### src/rtl/serial_pattern_tx.sv
`default_nettype none
// ============================================================================
// Module   : serial_pattern_tx
// Brief    : Parallel-in/serial-out pattern transmitter, MSB first, with
//            back-to-back repeat copies. Optional even-parity bit per copy is
//            compiled in by defining PATTERN_TX_PARITY_EN.
// Revision : 1.0 - initial release
// ============================================================================
module serial_pattern_tx #(
  parameter int N        = 6,
  parameter int REPEAT_W = 4
) (
  input  logic                clk,
  input  logic                rst_n,
  input  logic                i_load,
  input  logic [N-1:0]        i_pattern,
  input  logic                i_start,
  input  logic [REPEAT_W-1:0] i_repeat_cnt,
  output logic                o_serial_out,
  output logic                o_valid_out,
  output logic                o_busy,
  output logic                o_done
);

  localparam int               CNT_W      = $clog2(N);
  localparam logic [CNT_W-1:0] c_LAST_BIT = CNT_W'(N - 1);

  typedef enum logic [1:0] {
    S_IDLE   = 2'd0,
    S_SEND   = 2'd1
`ifdef PATTERN_TX_PARITY_EN
    ,S_PARITY = 2'd2
`endif
  } state_t;

  state_t                r_state;
  logic [N-1:0]          r_pat;
  logic [N-1:0]          r_shift;
  logic [CNT_W-1:0]      r_bit_cnt;
  logic [REPEAT_W-1:0]   r_copy_cnt;
  logic                  r_serial;
  logic                  r_valid;
  logic                  r_busy;
  logic                  r_done;

  logic [N-1:0]          w_start_pat;
  logic                  w_frame_end;
  logic                  w_last_copy;

  // A simultaneous load+start transmits the new pattern, not the stale one.
  assign w_start_pat = i_load ? i_pattern : r_pat;
  assign w_last_copy = (r_copy_cnt == '0);

`ifdef PATTERN_TX_PARITY_EN
  logic w_parity;
  assign w_parity    = ^r_pat;
  assign w_frame_end = (r_state == S_PARITY);
`else
  assign w_frame_end = (r_state == S_SEND) && (r_bit_cnt == c_LAST_BIT);
`endif

  always_ff @(posedge clk or negedge rst_n) begin
    if (!rst_n) begin
      r_state    <= S_IDLE;
      r_pat      <= '0;
      r_shift    <= '0;
      r_bit_cnt  <= '0;
      r_copy_cnt <= '0;
      r_serial   <= 1'b0;
      r_valid    <= 1'b0;
      r_busy     <= 1'b0;
      r_done     <= 1'b0;
    end else begin
      r_done <= 1'b0;
      if (w_frame_end) begin
        if (!w_last_copy) begin
          // Reload immediately so the next copy follows with no gap cycle.
          r_copy_cnt <= r_copy_cnt - 1'b1;
          r_shift    <= r_pat << 1;
          r_serial   <= r_pat[N-1];
          r_bit_cnt  <= '0;
          r_state    <= S_SEND;
        end else begin
          r_serial  <= 1'b0;
          r_valid   <= 1'b0;
          r_busy    <= 1'b0;
          r_done    <= 1'b1;
          r_bit_cnt <= '0;
          r_state   <= S_IDLE;
        end
      end else begin
        case (r_state)
          S_IDLE: begin
            if (i_load) begin
              r_pat <= i_pattern;
            end
            if (i_start) begin
              r_copy_cnt <= i_repeat_cnt;
              r_shift    <= w_start_pat << 1;
              r_serial   <= w_start_pat[N-1];
              r_bit_cnt  <= '0;
              r_valid    <= 1'b1;
              r_busy     <= 1'b1;
              r_state    <= S_SEND;
            end
          end
          S_SEND: begin
`ifdef PATTERN_TX_PARITY_EN
            if (r_bit_cnt == c_LAST_BIT) begin
              r_serial <= w_parity;
              r_state  <= S_PARITY;
            end else
`endif
            begin
              r_serial  <= r_shift[N-1];
              r_shift   <= r_shift << 1;
              r_bit_cnt <= r_bit_cnt + 1'b1;
            end
          end
          default: begin
            r_serial <= 1'b0;
            r_valid  <= 1'b0;
            r_busy   <= 1'b0;
            r_state  <= S_IDLE;
          end
        endcase
      end
    end
  end

  assign o_serial_out = r_serial;
  assign o_valid_out  = r_valid;
  assign o_busy       = r_busy;
  assign o_done       = r_done;

endmodule
`default_nettype wire

### config.mk
export PLATFORM = sky130hd
export DESIGN_NAME = serial_pattern_tx
export DESIGN_NICKNAME = d
export VERILOG_FILES = /design/src/rtl/serial_pattern_tx.sv
export SDC_FILE = /design/constraint.sdc
export NUM_CORES = 1
export LEC_CHECK = 0
export BUFFER_PORTS_ARGS = -buffer_cell sky130_fd_sc_hd__clkbuf_2
export CORE_MARGIN = 2
export CORE_UTILIZATION = 55
export DETAILED_ROUTE_END_ITERATION = 12
export HOLD_SLACK_MARGIN = 0.15
export PLACE_DENSITY = 0.81
export SLEW_MARGIN = 10
export SYNTH_ARGS = -nofsm -noshare
export SYNTH_HDL_FRONTEND = slang
export SYNTH_SLANG_ARGS = --single-unit
### constraint.sdc
create_clock -name clk -period 1.7 [get_ports clk]
set_input_delay 0.17 -clock clk [delete_from_list [all_inputs] [get_ports clk]]
set_output_delay 0.17 -clock clk [all_outputs]
set_load 0.01 [all_outputs]
### After elaboration in Yosys (flattened, before gate mapping)

Index checks and enable logic that the tools add are counted.

| storage, ports and cells | value |
|---|---|
| bits of input ports | 14 |
| bits in registers | 24 |

| operators by class | value |
|---|---|
| $add $sub $neg | 2 |
| bitwise gates (word level) | 1 |
| multiplexer cells | 26 |
| reduce and logical (&&, ||, !) cells | 12 |
| equality and inequality tests | 6 |

Operators by type and width:

| operator | number |
|---|---|
| $mux 6 | 4 |
| $mux 4 | 4 |
| $pmux 6 s2 | 1 |
| $mux 1 | 9 |
| $reduce_and 3->1 | 3 |
| $mux 3 | 2 |
| $pmux 3 s2 | 1 |
| $reduce_and 2->1 | 3 |
| $logic_not 4->1 | 1 |
| $mux 2 | 2 |
| $ne 2x2->1 const B | 2 |
| $pmux 1 s2 | 2 |
| $pmux 2 s2 | 1 |
| $reduce_bool 2->1 | 2 |
| $sub 4x1->4 const B | 1 |
| $add 3x1->3 const B | 1 |
| $eq 3x3->1 const B | 1 |
| $ne 3x3->1 const B | 1 |
| $reduce_bool 3->1 | 1 |
| $eq 2x1->1 const B | 1 |
| $logic_not 2->1 | 1 |
| $ne 2x1->1 const B | 1 |
| $logic_and 1x1->1 | 1 |
| $not 1->1 | 1 |

### Depth between registers and ports, before layout

Gate-level depths: netlist of the first run.

| logic depth | value |
|---|---|
| depth in word-level cells | 4 |
| mapped depth | 6 |

### Least setup slack after synthesis of the first run

OpenSTA, ideal clock, no wires.

| path | value |
|---|---|
| path type | register to register |
| from | register r_bit_cnt[0] |
| to | register r_shift[1] |
| stages on the path, launching flop included | 6 |
| slack | 0.147 ns |
| clock period less this slack | 1.553 ns |
| arrival | 1.428 ns |
| cells stage by stage | dfrtp_1 > ha_1 > and3_1 > buf_6 > a21oi_2 > mux2_2 |

| between the ends | value |
|---|---|
| word-level cells in the longest chain between the ends | 4 |
| elaborated cells between the ends (all ways) | 7 |
| those cells by class | eq/ne: 3; mux: 1; reduce/logical: 3 |

RTL lines:

| what | line | source |
|---|---|---|
| start, declared | 39 | `logic [CNT_W-1:0] r_bit_cnt;` |
| start signal, assigned | 117 | `r_bit_cnt <= r_bit_cnt + 1'b1;` |
| $eq 3x3->1 * | 59 | `assign w_frame_end = (r_state == S_SEND) && (r_bit_cnt == c_LAST_BIT);` |
| $logic_and 1x1->1 * | 59 |  |
| $ne 3x3->1 (no line) (tied with other cells) | -- |  |
| $reduce_and 3->1 (no line) | -- |  |
| end signal, assigned | 79 | `r_shift <= r_pat << 1;` |
| end signal, assigned | 99 | `r_shift <= w_start_pat << 1;` |
| end signal, assigned | 116 | `r_shift <= r_shift << 1;` |
| end, declared | 38 | `logic [N-1:0] r_shift;` |

Mark *: on every way between the ends. The rest lies on a longest branch, timed or not.
A chain may end at the register's enable or synchronous reset.

### Worst setup path after layout of the first run

| path | value |
|---|---|
| from | register r_copy_cnt[1] |
| to | register r_copy_cnt[2] |

| between the ends | value |
|---|---|
| word-level cells in the longest chain between the ends | 3 |
| elaborated cells between the ends (all ways) | 6 |
| those cells by class | add/sub: 1; eq/ne: 1; mux: 2; reduce/logical: 2 |

RTL lines:

| what | line | source |
|---|---|---|
| start, declared | 40 | `logic [REPEAT_W-1:0] r_copy_cnt;` |
| start signal, assigned | 78 | `r_copy_cnt <= r_copy_cnt - 1'b1;` |
| start signal, assigned | 98 | `r_copy_cnt <= i_repeat_cnt;` |
| $sub 4x1->4 or $logic_not 4->1 (tied branches) | 78, 52 |  |
| $mux 4 or $ne 2x2->1 (tied branches) | -- |  |
| $mux 4 or $reduce_and 3->1 (tied branches) | -- |  |

Parallel ways exist; a longest one is shown, timed or not. The select of a mux whose other input is x is not followed.

==> impl_metrics.ini, run 1 <==
[run_status]
status = finished clean

[global_route]
antenna_found_initial = 0
grt_pass1_vias = 994
grt_pass1_wl_um = 4620
grt.total_usage = 0.234
grt_overflow = 0
grt_start_max_net_pins = 23

[detailed_routing]
viasPerCell = 5.89
vias = 996
firstDrtPassIters = 4
drt_iter0_drc = 31
drt-total-wl_um = 2580
drcViolationCount = 0
ant_nets = 0
avgRoutedWirePerCell_um = 15.3

[final_layout]
antenna_cells = 0
area_growth_pct = 20.2
mostFrequentLayoutCells = 22 x dfrtp_1, 17 x clkbuf_2, 10 x mux2i_1, 10 x mux2_2, 10 x dlygate4sd3_1
mostFrequentLayoutCell = dfrtp_1
fill_cells = 167
nNetsFinal = 160
multi_input_comb_area_um2 = 637
drive_gt1_frac = 0.319
seqCellArea_um2 = 551

[logic_synthesis]
ys_ff_latch = 22
syn-cell-area_um2 = 1260
yosysSeqAreaShare = 0.435
yosysWarnings = 0
async_flop_share = 1.00
syn_inst = 114
synth_ff_type = dfrtp_1
ys_types = 36
post_synth.cell_area_avg_um2 = 11.1
synth-edff-count = 0
syn_nets = 132

[worst_setup_path]
critical_path_required_ns = 1.91
critPathMaxStageDelay_ns = 0.42
crit_type = flop to flop
cp.arrival_ns = 1.81
cp-start-kind = flop
crit_path_end_kind = flop
cp_slowest_cell = dfrtp_1
crit_chain = inv_1 -> ha_1 -> nor3b_4 -> nor4b_1 -> a221o_2
critical_path.max_fanout = 8

[timing]
max_freq_mhz = 627
period_minus_slack_ns = 1.59
worst_pin_slew_ns = 0.541
relSlewSlack = 0.639
setup_viol = 0
maxSlewViolCount = 0
hold_viol = 0
rsz0062_at_grt = false
finalCritPeriodShare = 0.938
tns_ns = 0
clock-skew-final_ns = 0.00236

[clock_tree]
cts.path.max_buffers = 2
clkLatencyLatePin_ns = 0.31
cts_setup_buffers = 0
clk_pin_slew_ns = 0.13
cts_tree = done
htreeDepth = 1
cts_buffers = 3
clock-sinks = 22
cts_root_buf = clkbuf_4

[power_and_ir_drop]
power.density_nw_per_um2 = 1430
peakVddDrop_mv = 0.901
finalPower_mw = 2.17
leakage_nw = 0.711

[floorplanning]
dieArea_um2 = 2700
coreArea_um2 = 2190
initial_utilization = 0.577
fp-row-count = 17
ios = 18
die_h_um = 52.0
die_w_um = 52.0

[place]
place.gp.congestion = 0.801
place_hpwl_um = 1780
port_buffers = 17

[run]
cap_violations = 0

[hold_path]
hp-class = primary input to flop
[metal layers]
layer  vias up  part of all wire  GRT usage
met5         -                 0          0
met4         0             0.025      0.101
met3         9             0.048     0.0345
met2        41              0.48      0.376
met1       468              0.45      0.315
li1        478                 -          -
[final cells by class]
cell class	instances	share of cell area
Multi-Input combinational cell	78	0.419
Sequential cell	22	0.362
Timing Repair Buffer	33	0.151
Tap cell	28	0.0230
Clock inverter	1	0.0198
Clock buffer	3	0.0148
Inverter	4	0.00988
[critical path: cells and delay by family (launching register included)]
kind	cells	cell delay, ns
AND/OR/NAND/NOR	2	0.47
buffers and inverters	1	0.11
flip-flops	1	0.42
adder cells (fa/ha/maj)	1	0.17
AO/OA/AOI/OAI	1	0.32
[report_power, final]
group / internal, mW / switching, mW
clock network: 0.239 / 0.167
logic: 0.433 / 0.393
registers: 0.739 / 0.205
[state kept, by name, indices dropped and copies added, names as in the netlist]
register and cells:
o_done 1, r_bit_cnt 3, o_serial_out 1, r_shift 5, r_copy_cnt 4, o_busy 1, r_pat 6, r_state 1
[path summary, 6_finish.rpt]
kind,to,cells after the start,slack (ns),from
setup / recovery,r_copy_cnt[2]$_DFFE_PN0P_,5,0.11,r_copy_cnt[1]$_DFFE_PN0P_
hold / removal,r_copy_cnt[0]$_DFFE_PN0P_,3,0.18,i_repeat_cnt[0]
setup reg to reg,r_copy_cnt[2]$_DFFE_PN0P_,5,0.11,r_copy_cnt[1]$_DFFE_PN0P_
hold reg to reg,r_shift[1]$_DFFE_PN0P_,1,0.53,r_shift[1]$_DFFE_PN0P_
max in group asynchronous,r_pat[3]$_DFFE_PN0P_,2,0.99,rst_n
min in group asynchronous,r_bit_cnt[0]$_DFFE_PN0P_,2,0.35,rst_n
[metrics by stage]
| step | cells | cell area (um^2) | utilization | worst slack (ns) | hold WS (ns) |
|---|---|---|---|---|---|
| finish | 169 | 1520 | 0.694 | 0.105 | 0.181 |
| CTS | 169 | 1510 | 0.691 | 0.0510 | 0.169 |
| detailed placement | 155 | 1360 | 0.621 | 0.0830 | 0.181 |
| global placement | 155 | 1360 | 0.621 | 0.127 | 0.174 |
| global route | 169 | 1520 | 0.694 | 0.0221 | 0.163 |
| floorplan | 114 | 1260 | - | 0.147 | -0.126 |
[cells in the mapped netlist, types with 2 or more instances]
| cell | n | area, um^2 |
|---|---|---|
| nand3b_1 | 2 | 15.0 |
| buf_4 | 3 | 22.5 |
| dfrtp_1 | 22 | 551 |
| nand2_1 | 2 | 7.51 |
| nor4b_1 | 2 | 17.5 |
| mux2_2 | 10 | 113 |
| a211oi_1 | 2 | 15.0 |
| ha_1 | 4 | 50.1 |
| nor2_1 | 6 | 22.5 |
| buf_2 | 4 | 20.0 |
| buf_6 | 2 | 22.5 |
| a32oi_1 | 4 | 35.0 |
| a211o_1 | 2 | 17.5 |
| o211ai_1 | 2 | 15.0 |
| inv_1 | 4 | 15.0 |
| mux2i_1 | 10 | 100 |
| a31oi_1 | 2 | 12.5 |
| nand3_1 | 6 | 30.0 |
| nand2b_1 | 3 | 18.8 |
| o21ai_0 | 3 | 15.0 |
| nor2b_1 | 4 | 25.0 |
[cell families (layout without fill, tap and decap cells)]
kind of cell | after synthesis | count (layout) | synth area share
AOI/OAI and AO/OA | 21 | 21 | 0.130
adders and majority gates | 4 | 4 | 0.0396
buffers and inverters | 14 | 41 | 0.0663
DFF | 22 | 22 | 0.435
muxes | 20 | 20 | 0.168
and+or+nand+nor | 33 | 33 | 0.161
[what timing repair did]
| action | CTS | global route |
|---|---|---|
| gates resized for setup | 0 | 3 |
| hold buffers | 10 | 0 |
| setup endpoints to repair | 0 | 5 |
| hold endpoints to repair | 31 | 0 |
(Power assumes the default switching activity.)
==> inputs of run 2 (changes only) <==
- CORE_MARGIN: 2 -> 1
==> run 2 against run 1 <==
Effect of this change:
- worst hold slack gained 0.035 ns
- non-clock buffer count is 1 higher
- worst setup slack worse by 0.031 ns
- global-route usage grew 1.3 points
- critical path depth is 1 lower
- critical path type unchanged
- critical endpoint is now r_shift[1]$_DFFE_PN0P_
- largest cell class unchanged
==> impl_metrics.ini, run 2 (synthesized netlist as in run 1, its figures left out) <==
[run_status]
status = finished clean

[place]
placed_area_um2 = 1360
place_inst = 154
dp_slack_ns = 0.00478
place_hpwl_um = 1880
place.gp.congestion = 0.858
port_buffers = 17

[clock_tree]
clock-sinks = 22
clkLatencyLatePin_ns = 0.30
cts_buffers = 3
htreeDepth = 1
cts.path.max_buffers = 2
cts_root_buf = clkbuf_4
clk_pin_slew_ns = 0.13
cts_tree = done

[final_layout]
largest_reg_flops = 6
final_util = 0.734
mostFrequentLayoutCell = dfrtp_1
antenna_cells = 0
drive_gt1_frac = 0.331
fill_cells = 144
final_cells = 169
area_growth_pct = 19.6
mostFrequentLayoutCells = 22 x dfrtp_1, 17 x clkbuf_2, 10 x mux2i_1, 10 x mux2_2, 10 x dlygate4sd3_1
reg.largest.list = r_pat x6, r_shift x5, r_copy_cnt x4
nNetsFinal = 161
stdcell_area_um2 = 1510
top_register = r_pat

[global_route]
grt_start_max_net_pins = 23
grt_pass1_vias = 1026
grt_overflow = 0
antenna_found_initial = 0
grt.total_usage = 0.247
grt_pass1_wl_um = 4640

[worst_setup_path]
critical_path.max_fanout = 6
cp_slowest_cell = dfrtp_1
critical_path_required_ns = 1.90
reg2reg_slack_ns = 0.07
rr_startpoint = r_bit_cnt[0]$_DFFE_PN0P_
crit_chain = ha_2 -> and3_2 -> a21oi_2 -> mux2_2
crit_start = r_bit_cnt[0]$_DFFE_PN0P_
crit_buf_inv = 0
r2r_end = r_shift[1]$_DFFE_PN0P_
cp.arrival_ns = 1.83
cp_top_family = flip-flops
crit_type = flop to flop
critPathMaxStageDelay_ns = 0.45
ff2ff_path_depth = 4
crit_path_end_kind = flop
cp-start-kind = flop
cp.depth = 4
crit_end = r_shift[1]$_DFFE_PN0P_

[floorplanning]
dieArea_um2 = 2500
initial_utilization = 0.613
die_w_um = 50.0
fp-row-count = 16
die_h_um = 50.0
ios = 18
coreArea_um2 = 2060

[power_and_ir_drop]
leakage_nw = 0.707
power.density_nw_per_um2 = 1390
peakVddDrop_mv = 0.916
finalPower_mw = 2.10

[timing]
tns_ns = 0
fin_hold_ws_ns = 0.215
max_freq_mhz = 615
setup_viol = 0
hold_viol = 0
relSlewSlack = 0.635
period_minus_slack_ns = 1.63
finalCritPeriodShare = 0.956
clock-skew-final_ns = 0.00380
worst_pin_slew_ns = 0.547
maxSlewViolCount = 0
timing.final.ws_setup_ns = 0.0744

[detailed_routing]
firstDrtPassIters = 4
ant_nets = 0
drt_iter0_drc = 19
avgRoutedWirePerCell_um = 15.7
drcViolationCount = 0
vias = 1007
viasPerCell = 5.96
drt-total-wl_um = 2660

[run]
cap_violations = 0

[hold_path]
hp-class = primary input to flop
[run 2: worst register-to-register path, stage by stage, from the launching register on]
cell	delay, ns
dfrtp_1	0.45
ha_2	0.24
and3_2	0.28
a21oi_2	0.20
mux2_2	0.35
[run 2: what timing repair did]
action	in CTS	in global routing
endpoints found under the hold margin	31	0
hold buffers	10	0
setup buffers	0	1
gates resized for setup	1	3
endpoints found under the setup margin	1	7
[run 2: cell type report]
class	instances	area (um^2)	area share
Clock buffer	4	36.3	0.0240
Timing Repair Buffer	34	238	0.157
Inverter	4	15.0	0.00993
Tap cell	27	33.8	0.0223
Multi-Input combinational cell	78	639	0.423
Sequential cell	22	551	0.364
[run 2: per-layer routing]
| layer | part of all wire | up-vias | track usage |
|---|---|---|---|
| li1 | - | 479 | - |
| met1 | 0.41 | 489 | 0.297 |
| met2 | 0.53 | 33 | 0.453 |
| met3 | 0.038 | 6 | 0.0401 |
| met4 | 0.015 | 0 | 0.0619 |
| met5 | 0 | - | 0 |
[run 2: worst min path at each step]
stage | from | endpoint | slack (ns) | cells past startpoint
6_report | i_repeat_cnt[0] | r_copy_cnt[0]$_DFFE_PN0P_ | 0.22 | 3
5_1_grt | i_start | r_bit_cnt[1]$_DFFE_PN0P_ | 0.23 | 3
4_1_cts | i_repeat_cnt[0] | r_copy_cnt[0]$_DFFE_PN0P_ | 0.20 | 3
3_5_place_dp | rst_n | r_bit_cnt[0]$_DFFE_PN0P_ | 0.18 | 1
3_3_place_gp | rst_n | r_bit_cnt[0]$_DFFE_PN0P_ | 0.18 | 1
2_1_floorplan | rst_n | o_busy$_DFFE_PN0P_ | -0.13 | 0
[run 2: where the power goes]
part,internal [mW],switching (mW),leakage [nW]
Sequential,0.738,0.215,0.271
Clock,0.131,0.163,0.0210
Combinational,0.450,0.402,0.414
Total,1.32,0.781,0.707
==> inputs of run 3 (changes only) <==
- CORE_MARGIN: 1 -> 5
==> run 3 against run 2 <==
Effect of this change:
- worst setup slack worse by 0.0048 ns
- non-clock buffer count stayed put
- cell area up 0.41%
- count of clock-buffer cells in the layout is the same
- clock skew shrank 0.0022 ns
- register-to-register slack hardly changed
==> impl_metrics.ini, run 3 (synthesized netlist as in run 1, its figures left out) <==
[hold_path]
hp-class = primary input to flop

[place]
place.gp.congestion = 0.779
dp_slack_ns = 0.0959
place_hpwl_um = 2040
port_buffers = 17
placed_area_um2 = 1370

[floorplanning]
ios = 18
die_w_um = 58.0
die_h_um = 58.0
coreArea_um2 = 2210
initial_utilization = 0.572
dieArea_um2 = 3360
fp-row-count = 17

[timing]
maxSlewViolCount = 0
setup_viol = 0
hold_viol = 0
max_freq_mhz = 613
rsz0062_at_grt = false
clock-skew-final_ns = 0.00163
worst_pin_slew_ns = 0.558
fin_hold_ws_ns = 0.175
finalCritPeriodShare = 0.959
relSlewSlack = 0.628
tns_ns = 0
period_minus_slack_ns = 1.63
timing.final.ws_setup_ns = 0.0696

[detailed_routing]
drt_iter0_drc = 34
ant_nets = 0
firstDrtPassIters = 4
vias = 1013
viasPerCell = 5.96
drcViolationCount = 0
drt-total-wl_um = 2860
avgRoutedWirePerCell_um = 16.8

[worst_setup_path]
cp-start-kind = flop
cp.arrival_ns = 1.83
crit_path_end_kind = flop
crit_type = flop to flop
critical_path_required_ns = 1.90
critical_path.max_fanout = 8

[run]
cap_violations = 0

[final_layout]
mostFrequentLayoutCell = dfrtp_1
stdcell_area_um2 = 1520
fill_cells = 173
antenna_cells = 0
area_growth_pct = 20.1
nNetsFinal = 161
largest_reg_flops = 6
mostFrequentLayoutCells = 22 x dfrtp_1, 17 x clkbuf_2, 10 x mux2i_1, 10 x mux2_2, 10 x dlygate4sd3_1
seqCellArea_um2 = 551
multi_input_comb_area_um2 = 644
drive_gt1_frac = 0.331
top_register = r_pat
reg.largest.list = r_pat x6, r_shift x5, r_copy_cnt x4
final_util = 0.687

[clock_tree]
cts_root_buf = clkbuf_4
cts_tree = done
cts_buffers = 3
cts.path.max_buffers = 2
htreeDepth = 1
clock-sinks = 22
cts_setup_buffers = 0
clkLatencyLatePin_ns = 0.31
clk_pin_slew_ns = 0.12

[global_route]
grt_overflow = 0
grt_start_max_net_pins = 23
grt_pass1_wl_um = 4640
grt.total_usage = 0.186
antenna_found_initial = 0
grt_pass1_vias = 1004

[power_and_ir_drop]
swShare = 0.377
comb_power_share = 0.412
power.density_nw_per_um2 = 1400
leakage_nw = 0.708
pwr-share-clk = 0.140
power.internal_mw = 1.32
switchingPower_mw = 0.799
peakVddDrop_mv = 0.999
pwr-share-seq = 0.448

[run_status]
status = finished clean
==> run 3: cell count changes in the layout (fill, tap and decap cells not counted) <==
| cell | delta |
|---|---|
| ha_1 | +1 |
| ha_2 | -1 |
| inv_1 | -1 |
| inv_2 | +1 |
| nand3_2 | -1 |
| nand3_4 | +1 |
==> run 3: cell type report <==
| class | count | share of cell area |
|---|---|---|
| repair buffers | 34 | 0.157 |
| flip-flops and latches | 22 | 0.362 |
| inverters | 4 | 0.00988 |
| multi-input cells | 78 | 0.424 |
| well taps | 28 | 0.0231 |
| clock buffers | 4 | 0.0239 |
==> run 3: per-layer routing <==
metal  track usage  share of wire
met1         0.215           0.41
met2         0.318           0.52
met4         0.106          0.027
met3        0.0356          0.049
met5             0              0
==> run 3: critical path: stages, from the launching register on <==
cell,delay [ns]
dfrtp_1,0.42
inv_2,0.08
ha_1,0.17
nor3b_4,0.40
nor2_1,0.11
a222oi_1,0.34
==> run 3: metrics by stage <==
step	cells	total power, mW
2_1_floorplan	114	1.57
3_5_place_dp	156	1.77
5_1_grt	170	2.27
4_1_cts	170	2.09
3_3_place_gp	156	1.71
6_report	170	2.12
==> run 3: worst paths after layout <==
path / from / to / slack (ns) / cells after the start
worst min-delay path: i_repeat_cnt[0] / r_copy_cnt[0]$_DFFE_PN0P_ / 0.17 / 3
min in group asynchronous: rst_n / r_shift[5]$_DFFE_PN0P_ / 0.36 / 2
worst max register to register: r_copy_cnt[1]$_DFFE_PN0P_ / r_copy_cnt[1]$_DFFE_PN0P_ / 0.07 / 5
worst min register to register: r_shift[1]$_DFFE_PN0P_ / r_shift[1]$_DFFE_PN0P_ / 0.54 / 1
worst max-delay path: r_copy_cnt[1]$_DFFE_PN0P_ / r_copy_cnt[1]$_DFFE_PN0P_ / 0.07 / 5
max in group asynchronous: rst_n / r_copy_cnt[1]$_DFFE_PN0P_ / 0.97 / 2
==> run 3: power groups by stage <==
stage	combinational [mW]	sequential, mW	clock [mW]
final	0.874	0.950	0.297
after global routing	0.973	0.974	0.321
after CTS	0.852	0.937	0.297
after detailed placement	0.822	0.949	0
after global placement	0.779	0.931	0
after floorplan	0.675	0.891	0
==> run 3: repair_timing <==
item	in CTS	in global routing
endpoints found under the hold margin	31	0
hold buffers	10	0
gates resized for setup	0	5
endpoints found under the setup margin	0	6
